File: src/rtl/debounce_pkg.sv
// debounce_pkg: default timing for a 25 MHz board and width helpers shared by the debounce scanner.
package debounce_pkg;
  // 2500 cycles = 100 us per tick; 4 channels x 25 samples gives a 10 ms debounce window
  localparam int DEF_NUM_INPUTS     = 4;
  localparam int DEF_TICK_DIV       = 2500;
  localparam int DEF_STABLE_SAMPLES = 25;

  function automatic int idx_w(input int n);
    return (n > 1) ? $clog2(n) : 1;
  endfunction

  function automatic int cnt_w(input int s);
    return $clog2(s + 1);
  endfunction

  localparam int DEF_IDX_W = idx_w(DEF_NUM_INPUTS);
  localparam int DEF_CNT_W = cnt_w(DEF_STABLE_SAMPLES);
endpackage

File: src/rtl/sync_2ff.sv
// sync_2ff: two-flop synchronizer for a bus of independent asynchronous inputs.
module sync_2ff #(
  parameter int WIDTH = 1
) (
  input  logic             i_Clk,
  input  logic             i_Rst_L,
  input  logic [WIDTH-1:0] i_Async,
  output logic [WIDTH-1:0] o_Sync
);
  logic [WIDTH-1:0] r_Meta;
  logic [WIDTH-1:0] r_Sync;

  always_ff @(posedge i_Clk or negedge i_Rst_L) begin
    if (!i_Rst_L) begin
      r_Meta <= '0;
      r_Sync <= '0;
    end else begin
      r_Meta <= i_Async;
      r_Sync <= r_Meta;
    end
  end

  assign o_Sync = r_Sync;
endmodule

File: src/rtl/debounce_scanner.sv
// debounce_scanner: debounces NUM_INPUTS switch lines with one round-robin scheduler
// and reports committed transitions as a press/release event stream.
module debounce_scanner
  import debounce_pkg::*;
#(
  parameter int NUM_INPUTS     = DEF_NUM_INPUTS,
  parameter int TICK_DIV       = DEF_TICK_DIV,
  parameter int STABLE_SAMPLES = DEF_STABLE_SAMPLES
) (
  input  logic                         i_Clk,
  input  logic                         i_Rst_L,
  input  logic [NUM_INPUTS-1:0]        i_Bouncy,
  output logic [NUM_INPUTS-1:0]        o_Debounced,
  output logic                         o_Event_Valid,
  input  logic                         i_Event_Ready,
  output logic [idx_w(NUM_INPUTS)-1:0] o_Event_Id,
  output logic                         o_Event_Press
);
  localparam int IW = idx_w(NUM_INPUTS);
  localparam int CW = cnt_w(STABLE_SAMPLES);
  localparam int PW = $clog2(TICK_DIV);

  logic [NUM_INPUTS-1:0] w_Sync;
  logic [PW-1:0]         r_Presc;
  logic [IW-1:0]         r_Idx;
  logic [CW-1:0]         r_Cnt [NUM_INPUTS];
  logic [NUM_INPUTS-1:0] r_Deb;
  logic                  r_Valid;
  logic [IW-1:0]         r_Id;
  logic                  r_Press;
  logic                  w_Tick;
  logic                  w_Serv;
  logic                  w_Samp;
  logic                  w_Diff;
  logic                  w_Commit;
  logic [CW-1:0]         w_Cnt;
  logic [CW-1:0]         w_Cnt_Next;

  sync_2ff #(.WIDTH(NUM_INPUTS)) u_sync (
    .i_Clk   (i_Clk),
    .i_Rst_L (i_Rst_L),
    .i_Async (i_Bouncy),
    .o_Sync  (w_Sync)
  );

  // A tick is only consumed when a commit could not overwrite an unaccepted event
  assign w_Tick     = r_Presc == PW'(TICK_DIV - 1);
  assign w_Serv     = w_Tick && (!r_Valid || i_Event_Ready);
  assign w_Samp     = w_Sync[r_Idx];
  assign w_Diff     = w_Samp != r_Deb[r_Idx];
  assign w_Cnt      = r_Cnt[r_Idx];
  assign w_Commit   = w_Serv && w_Diff && (w_Cnt == CW'(STABLE_SAMPLES - 1));
  assign w_Cnt_Next = (w_Diff && !w_Commit) ? w_Cnt + CW'(1) : '0;

  always_ff @(posedge i_Clk or negedge i_Rst_L) begin
    if (!i_Rst_L) begin
      r_Presc <= '0;
      r_Idx   <= '0;
    end else begin
      r_Presc <= w_Tick ? '0 : r_Presc + PW'(1);
      if (w_Serv)
        r_Idx <= (r_Idx == IW'(NUM_INPUTS - 1)) ? '0 : r_Idx + IW'(1);
    end
  end

  always_ff @(posedge i_Clk or negedge i_Rst_L) begin
    if (!i_Rst_L) begin
      for (int i = 0; i < NUM_INPUTS; i++)
        r_Cnt[i] <= '0;
    end else if (w_Serv) begin
      r_Cnt[r_Idx] <= w_Cnt_Next;
    end
  end

  // A fresh commit wins over a same-cycle handshake so the new event is never lost
  always_ff @(posedge i_Clk or negedge i_Rst_L) begin
    if (!i_Rst_L) begin
      r_Deb   <= '0;
      r_Valid <= 1'b0;
      r_Id    <= '0;
      r_Press <= 1'b0;
    end else if (w_Commit) begin
      r_Deb[r_Idx] <= w_Samp;
      r_Valid      <= 1'b1;
      r_Id         <= r_Idx;
      r_Press      <= w_Samp;
    end else if (i_Event_Ready) begin
      r_Valid <= 1'b0;
    end
  end

  assign o_Debounced   = r_Deb;
  assign o_Event_Valid = r_Valid;
  assign o_Event_Id    = r_Id;
  assign o_Event_Press = r_Press;
endmodule

File: config.mk
export PLATFORM = sky130hd
export DESIGN_NAME = debounce_scanner
export DESIGN_NICKNAME = d
export VERILOG_FILES = /design/src/rtl/debounce_pkg.sv /design/src/rtl/sync_2ff.sv /design/src/rtl/debounce_scanner.sv
export SDC_FILE = /design/constraint.sdc
export NUM_CORES = 1
export LEC_CHECK = 0
export BUFFER_PORTS_ARGS = -buffer_cell sky130_fd_sc_hd__buf_2
export CELL_PAD_IN_SITES_DETAIL_PLACEMENT = 0
export CELL_PAD_IN_SITES_GLOBAL_PLACEMENT = 1
export CORE_ASPECT_RATIO = 0.6
export CORE_MARGIN = 5
export CORE_UTILIZATION = 52
export DETAILED_ROUTE_END_ITERATION = 10
export GPL_ROUTABILITY_DRIVEN = 0
export PLACE_DENSITY = 0.89
export SLEW_MARGIN = 10
export SYNTH_ARGS = -nofsm -noshare
export SYNTH_HDL_FRONTEND = slang
export SYNTH_SLANG_ARGS = --single-unit
export TNS_END_PERCENT = 1
File: constraint.sdc
create_clock -name i_Clk -period 3.7 [get_ports i_Clk]
set_clock_uncertainty 0.2 [all_clocks]
set_input_delay 0.185 -clock i_Clk [delete_from_list [all_inputs] [get_ports i_Clk]]
set_output_delay 0.185 -clock i_Clk [all_outputs]
set_load 0.02 [all_outputs]
==> results.json, run 1 <==
{
  "clkSinkCount": 50,
  "synth_top_cell_by_area": "dfrtp_1",
  "grt_pass1_vias": 1552,
  "h-tree-depth": 2,
  "maxCapViolCount": 0,
  "io_pins": 15,
  "cp_slowest_cell": "dfrtp_1",
  "outcome": "finished clean",
  "fmax_mhz": 344,
  "place_hpwl_um": 3230,
  "crit_type": "reg2reg",
  "synth_mux_area_share_pct": 11.0,
  "synth-seq-cells": 50,
  "hp-class": "in2reg",
  "syn_inst": 193,
  "clockRootBuffer": "clkbuf_8",
  "finalSetupViolations": 0,
  "yosys_warnings": 0,
  "met3_length_um": 314,
  "std_cell_rows": 18,
  "synthAdderAreaFrac_pct": 3.78,
  "layout_commonest_cell": "dfrtp_1",
  "tns_ps": 0,
  "die_w_um": 96.2,
  "path_delay_family": "multiplexers",
  "period_needed_ps": 2900,
  "placed_area_um2": 2420,
  "nets": 228,
  "synth_compound_area_share_pct": 8.91,
  "syn-num-nets": 207,
  "worst_setup_path_start_kind": "register",
  "nFillCells": 327,
  "crit_arrival_ps": 2890,
  "critPathMaxStageDelay_ps": 700,
  "grt_use_total_pct": 17.5,
  "min_period_over_period_pct": 78.5,
  "port_buffers": 14,
  "vias": 1591,
  "rsz0062_at_grt": "false",
  "ys_types": 30,
  "hold_violations": 0,
  "numCtsBuffers": 5,
  "synth_top_area_share_pct": 54.0,
  "max_slew_margin_pct": 60.0,
  "yosysSeqAreaShare_pct": 54.0,
  "synth_area_leaders": "dfrtp_1 54%, o21ai_0 7.8%, mux4_2 4.9%",
  "viasPerCell": 5.81,
  "core_area_um2": 4210,
  "grt_max_degree": 51,
  "synth_area_per_cell_um2": 12.0,
  "antenna_found_initial": 0,
  "drc_errors": 0,
  "cts_buffer_depth": 2,
  "clk_latency_ps": 300,
  "overflow": 0,
  "power_leakage_nw": 1.18,
  "layout_common_cells": "50 x dfrtp_1, 36 x o21ai_0, 14 x buf_2",
  "yosys.area_share.xor_xnor_pct": 5.29,
  "start_util_pct": 55.0,
  "die_h_um": 61.7,
  "drt-met1-wl_um": 2230,
  "drt-initial-drc-count": 105,
  "first_pass_iters": 4,
  "route.met2.wl_um": 1940,
  "wl_um": 4540,
  "grt_pass1_wl_um": 7630,
  "design_area_um2": 2570,
  "synth_top_family_by_area": "simple AND/OR/NAND/NOR gates",
  "cts_tree": "built",
  "worst_slew_pin_slew_ps": 598,
  "dieArea_um2": 5930,
  "clkTransAtPathRegs_ps": 70,
  "cp_max_fo": 11,
  "drtAntennaViolNets": 0,
  "path_cells": "mux4_1, inv_1, ha_1, and4b_1, and3_4, mux2_4",
  "area.growth.synth_to_final_pct": 11.0,
  "top_layer_used": "met4",
  "synth.cell_area_um2": 2320,
  "worstPathRequired_ps": 3680,
  "power_density_nw_per_um2": 340,
  "maxSlewViolCount": 0,
  "crit_buf_inv": 1,
  "drive_above_1_share_pct": 15.0,
  "post-cts-setup-buffers": 0,
  "yosys.area_share.simple_pct": 13.8,
  "ir_drop_mv": 0.252,
  "diodes": 0,
  "end_kind": "register",
  "final_util_pct": 61.1,
  "post_drt_wl_per_cell_um": 16.6
}
## worst register-to-register path, stage by stage (launching register included)
cell and delay, ps:
dfrtp_1 700, mux4_1 690, inv_1 110, ha_1 170
and4b_1 360, and3_4 270, mux2_4 300
## path summary, 6_finish.rpt
| check | start | to | slack [ps] | depth (start not counted) |
|---|---|---|---|---|
| max | r_Idx[0] | o_Event_Id[1] | 800 | 6 |
| min | i_Event_Ready | o_Event_Valid | 50 | 3 |
| max reg2reg | r_Idx[0] | o_Event_Id[1] | 800 | 6 |
| min reg2reg | u_sync.r_Meta[0] | u_sync.o_Sync[0] | 150 | 0 |
| max in group asynchronous | i_Rst_L | o_Event_Valid | 2570 | 3 |
| min in group asynchronous | i_Rst_L | r_Presc[0] | 190 | 2 |
## layout make-up
| type | instances | area [um2] | area share [%] |
|---|---|---|---|
| flip-flops and latches | 50 | 1250 | 48.7 |
| multi-input cells | 128 | 991 | 38.5 |
| inverters | 8 | 30.0 | 1.17 |
| repair buffers | 21 | 148 | 5.74 |
| clock buffers | 7 | 76.3 | 2.97 |
| well taps | 60 | 75.1 | 2.92 |
## stage by stage
| stage | std cells | power [mW] | setup WS [ps] | hold slack, ps |
|---|---|---|---|---|
| after floorplan | 193 | 0.567 | 1230 | -311 |
| after global placement | 261 | 0.580 | 910 | 94.9 |
| after detailed placement | 261 | 0.582 | 822 | 95.1 |
| after CTS | 273 | 0.876 | 805 | 55.3 |
| after global routing | 274 | 0.904 | 696 | 98.0 |
| final | 274 | 0.875 | 796 | 46.8 |
## synthesized netlist by cell type
library cell and count:
dfrtp_1 50, o21ai_0 36, nand4_1 12, nand3_1 10, xor2_1 9, inv_1 8, nand2_1 8, ha_1 7
nor2_1 6, and2_1 5, mux4_2 5, xnor2_1 5, and4_1 4, mux2_4 3, o2bb2ai_1 3, and4b_1 2
buf_2 2, buf_4 2, clkbuf_1 2, mux2_1 2, mux2_2 2, mux4_1 2, and3_1 1, and3_4 1
buf_6 1, nand2b_1 1, nand4b_1 1, nor2b_1 1, nor3b_1 1, nor4b_1 1
## power by group
| part | internal, mW | switching, mW | total (mW) |
|---|---|---|---|
| registers | 0.550 | 0.000978 | 0.551 |
| clock network | 0.131 | 0.168 | 0.298 |
| logic | 0.00996 | 0.0152 | 0.0252 |
## routing by layer
layer	vias up	GRT usage (%)
met2	45	25.1
met5	-	0
li1	742	-
met1	797	25.0
met3	7	5.78
met4	0	6.68
## kinds of logic after synthesis
family	after synthesis
adders and majority gates	7
AOI/OAI and AO/OA	39
DFF	50
buffers and inverters	15
xor gates and xnor gates	14
and+or+nand+nor	54
muxes	14
## registers in the layout, summed over array words and instances (netlist names)
register	cells
r_Cnt	20
o_Event_Press	1
o_Debounced	4
r_Idx	2
o_Event_Id	2
u_sync.r_Meta	4
o_Event_Valid	1
u_sync.o_Sync	4
r_Presc	12
## what timing repair did
action	in CTS	in global routing
endpoints found under the hold margin	54	0
resized for setup	0	0
hold buffers	5	0
Power figures use the tool's default switching activity.
==> inputs of run 2 (changes only) <==
Settings changed: CORE_UTILIZATION 52 to 48, PLACE_DENSITY 0.89 to 0.84.
Clock period 3.7 ns to 3 ns, I/O delays scaled along.
==> run 2 against run 1 <==
Against the previous run:
- die area increased by 7.2%
- combinational power grew 26%
- flip-flop and latch count unchanged
- fmax increased by 13%
- total power grew 30%
- global-route usage shrank 1.3 points
- register-to-register slack got worse by 360 ps
- cell count up 2.6%
- clock-buffer cell count shrank 2
- critical path type unchanged
- critical endpoint unchanged
- largest power group unchanged
- highest routed layer unchanged
==> results.json, run 2 (synthesized netlist as in run 1, its figures left out) <==
{
  "drc_errors": 0,
  "grt_pass1_vias": 1567,
  "pre_cts_slack_ps": 476,
  "r2r_start": "r_Idx[0]",
  "antenna_found_initial": 0,
  "overflow": 0,
  "finalSetupViolations": 0,
  "largest_register": "r_Cnt",
  "cts_buffer_depth": 2,
  "max_slew_margin_pct": 67.2,
  "crit_start": "r_Idx[0]",
  "grt_use_total_pct": 16.2,
  "whs_ps": 42.3,
  "viasPerCell": 5.69,
  "p_total_mw": 1.13,
  "reg_top3": "r_Cnt: 20 flops, r_Presc: 12 flops",
  "place_hpwl_um": 3370,
  "numCtsBuffers": 5,
  "area.growth.synth_to_final_pct": 13.1,
  "drtAntennaViolNets": 0,
  "nFillCells": 406,
  "layout_common_cells": "50 x dfrtp_1, 36 x o21ai_0, 14 x buf_2",
  "clockRootBuffer": "clkbuf_8",
  "die_h_um": 63.8,
  "hold_violations": 0,
  "fin_ws_ps": 435,
  "largest_reg_flops": 20,
  "nets": 231,
  "power_density_nw_per_um2": 433,
  "cts_resized": 0,
  "period_needed_ps": 2560,
  "hp-start": "i_Event_Ready",
  "diodes": 0,
  "cp_max_fo": 6,
  "fmax_mhz": 390,
  "worst_slew_pin_slew_ps": 492,
  "clk_latency_ps": 310,
  "wl_um": 4840,
  "core_area_um2": 4610,
  "grt_pass1_wl_um": 8030,
  "outcome": "finished clean",
  "worstPathRequired_ps": 3000,
  "tns_ps": 0,
  "dieArea_um2": 6360,
  "port_buffers": 14,
  "grt_max_degree": 51,
  "io_pins": 15,
  "layout_commonest_cell": "dfrtp_1",
  "power_leakage_nw": 1.20,
  "die_w_um": 99.7,
  "cts_tree": "built",
  "maxSlewViolCount": 0,
  "h-tree-depth": 2,
  "std_cell_rows": 19,
  "worst_setup_path_start_kind": "register",
  "crit_arrival_ps": 2570,
  "rsz0062_at_grt": "false",
  "ir_drop_mv": 0.323,
  "first_pass_iters": 4,
  "start_util_pct": 50.2,
  "maxCapViolCount": 0,
  "crit_type": "reg2reg",
  "post_drt_wl_per_cell_um": 17.2,
  "hp-class": "in2reg",
  "clkTransAtPathRegs_ps": 100,
  "vias": 1599,
  "end_kind": "register",
  "clkSinkCount": 50,
  "drt-initial-drc-count": 135,
  "drive_above_1_share_pct": 17.4,
  "min_period_over_period_pct": 85.5
}
run 2: timing repair:
item	in CTS	in global routing
endpoints found under the hold margin	54	0
buffers inserted	0	0
hold buffers	5	0
run 2: cell type report:
type                       count  area (um2)  area share (%)
clock buffer                   5        68.8            2.63
inverter                       8        30.0            1.15
timing repair buffer          24         170            6.50
clock inverter                 3        28.8            1.10
tap                           63        78.8            3.01
sequential                    50        1250            47.8
multi-input combinational    128         991            37.8
run 2: final timing paths:
check	slack (ps)	cells past startpoint	end
hold / removal	40	3	o_Event_Valid
hold reg to reg	160	0	u_sync.o_Sync[3]
max in group asynchronous	2060	3	r_Cnt[16]
min in group asynchronous	50	2	r_Presc[0]
setup reg to reg	440	6	o_Event_Id[1]
setup / recovery	440	6	o_Event_Id[1]
run 2: metrics by stage:
stage	util [%]	instance area, um2	std cells
global route	56.8	2620	281
global placement	53.1	2450	267
CTS	56.3	2600	280
finish	56.8	2620	281
detailed placement	53.1	2450	267
floorplan	-	2320	193
run 2: critical path: stages (launching register included):
cell and delay [ps]:
dfrtp_1 420, mux4_1 630, inv_1 110, ha_1 160
and4b_1 360, and3_4 270, mux2_4 300
run 2: power breakdown:
part           internal (mW)  leakage (nW)  switching [mW]
logic                 0.0124         0.499          0.0194
clock network          0.175        0.0506           0.247
registers              0.679         0.655         0.00148
run 2: per-layer routing:
layer,track usage (%),vias to the layer above,wire [um]
li1,-,750,-
met1,25.5,784,2490
met2,21.3,56,1970
met3,4.89,9,310
met4,4.60,0,67
met5,0,-,0
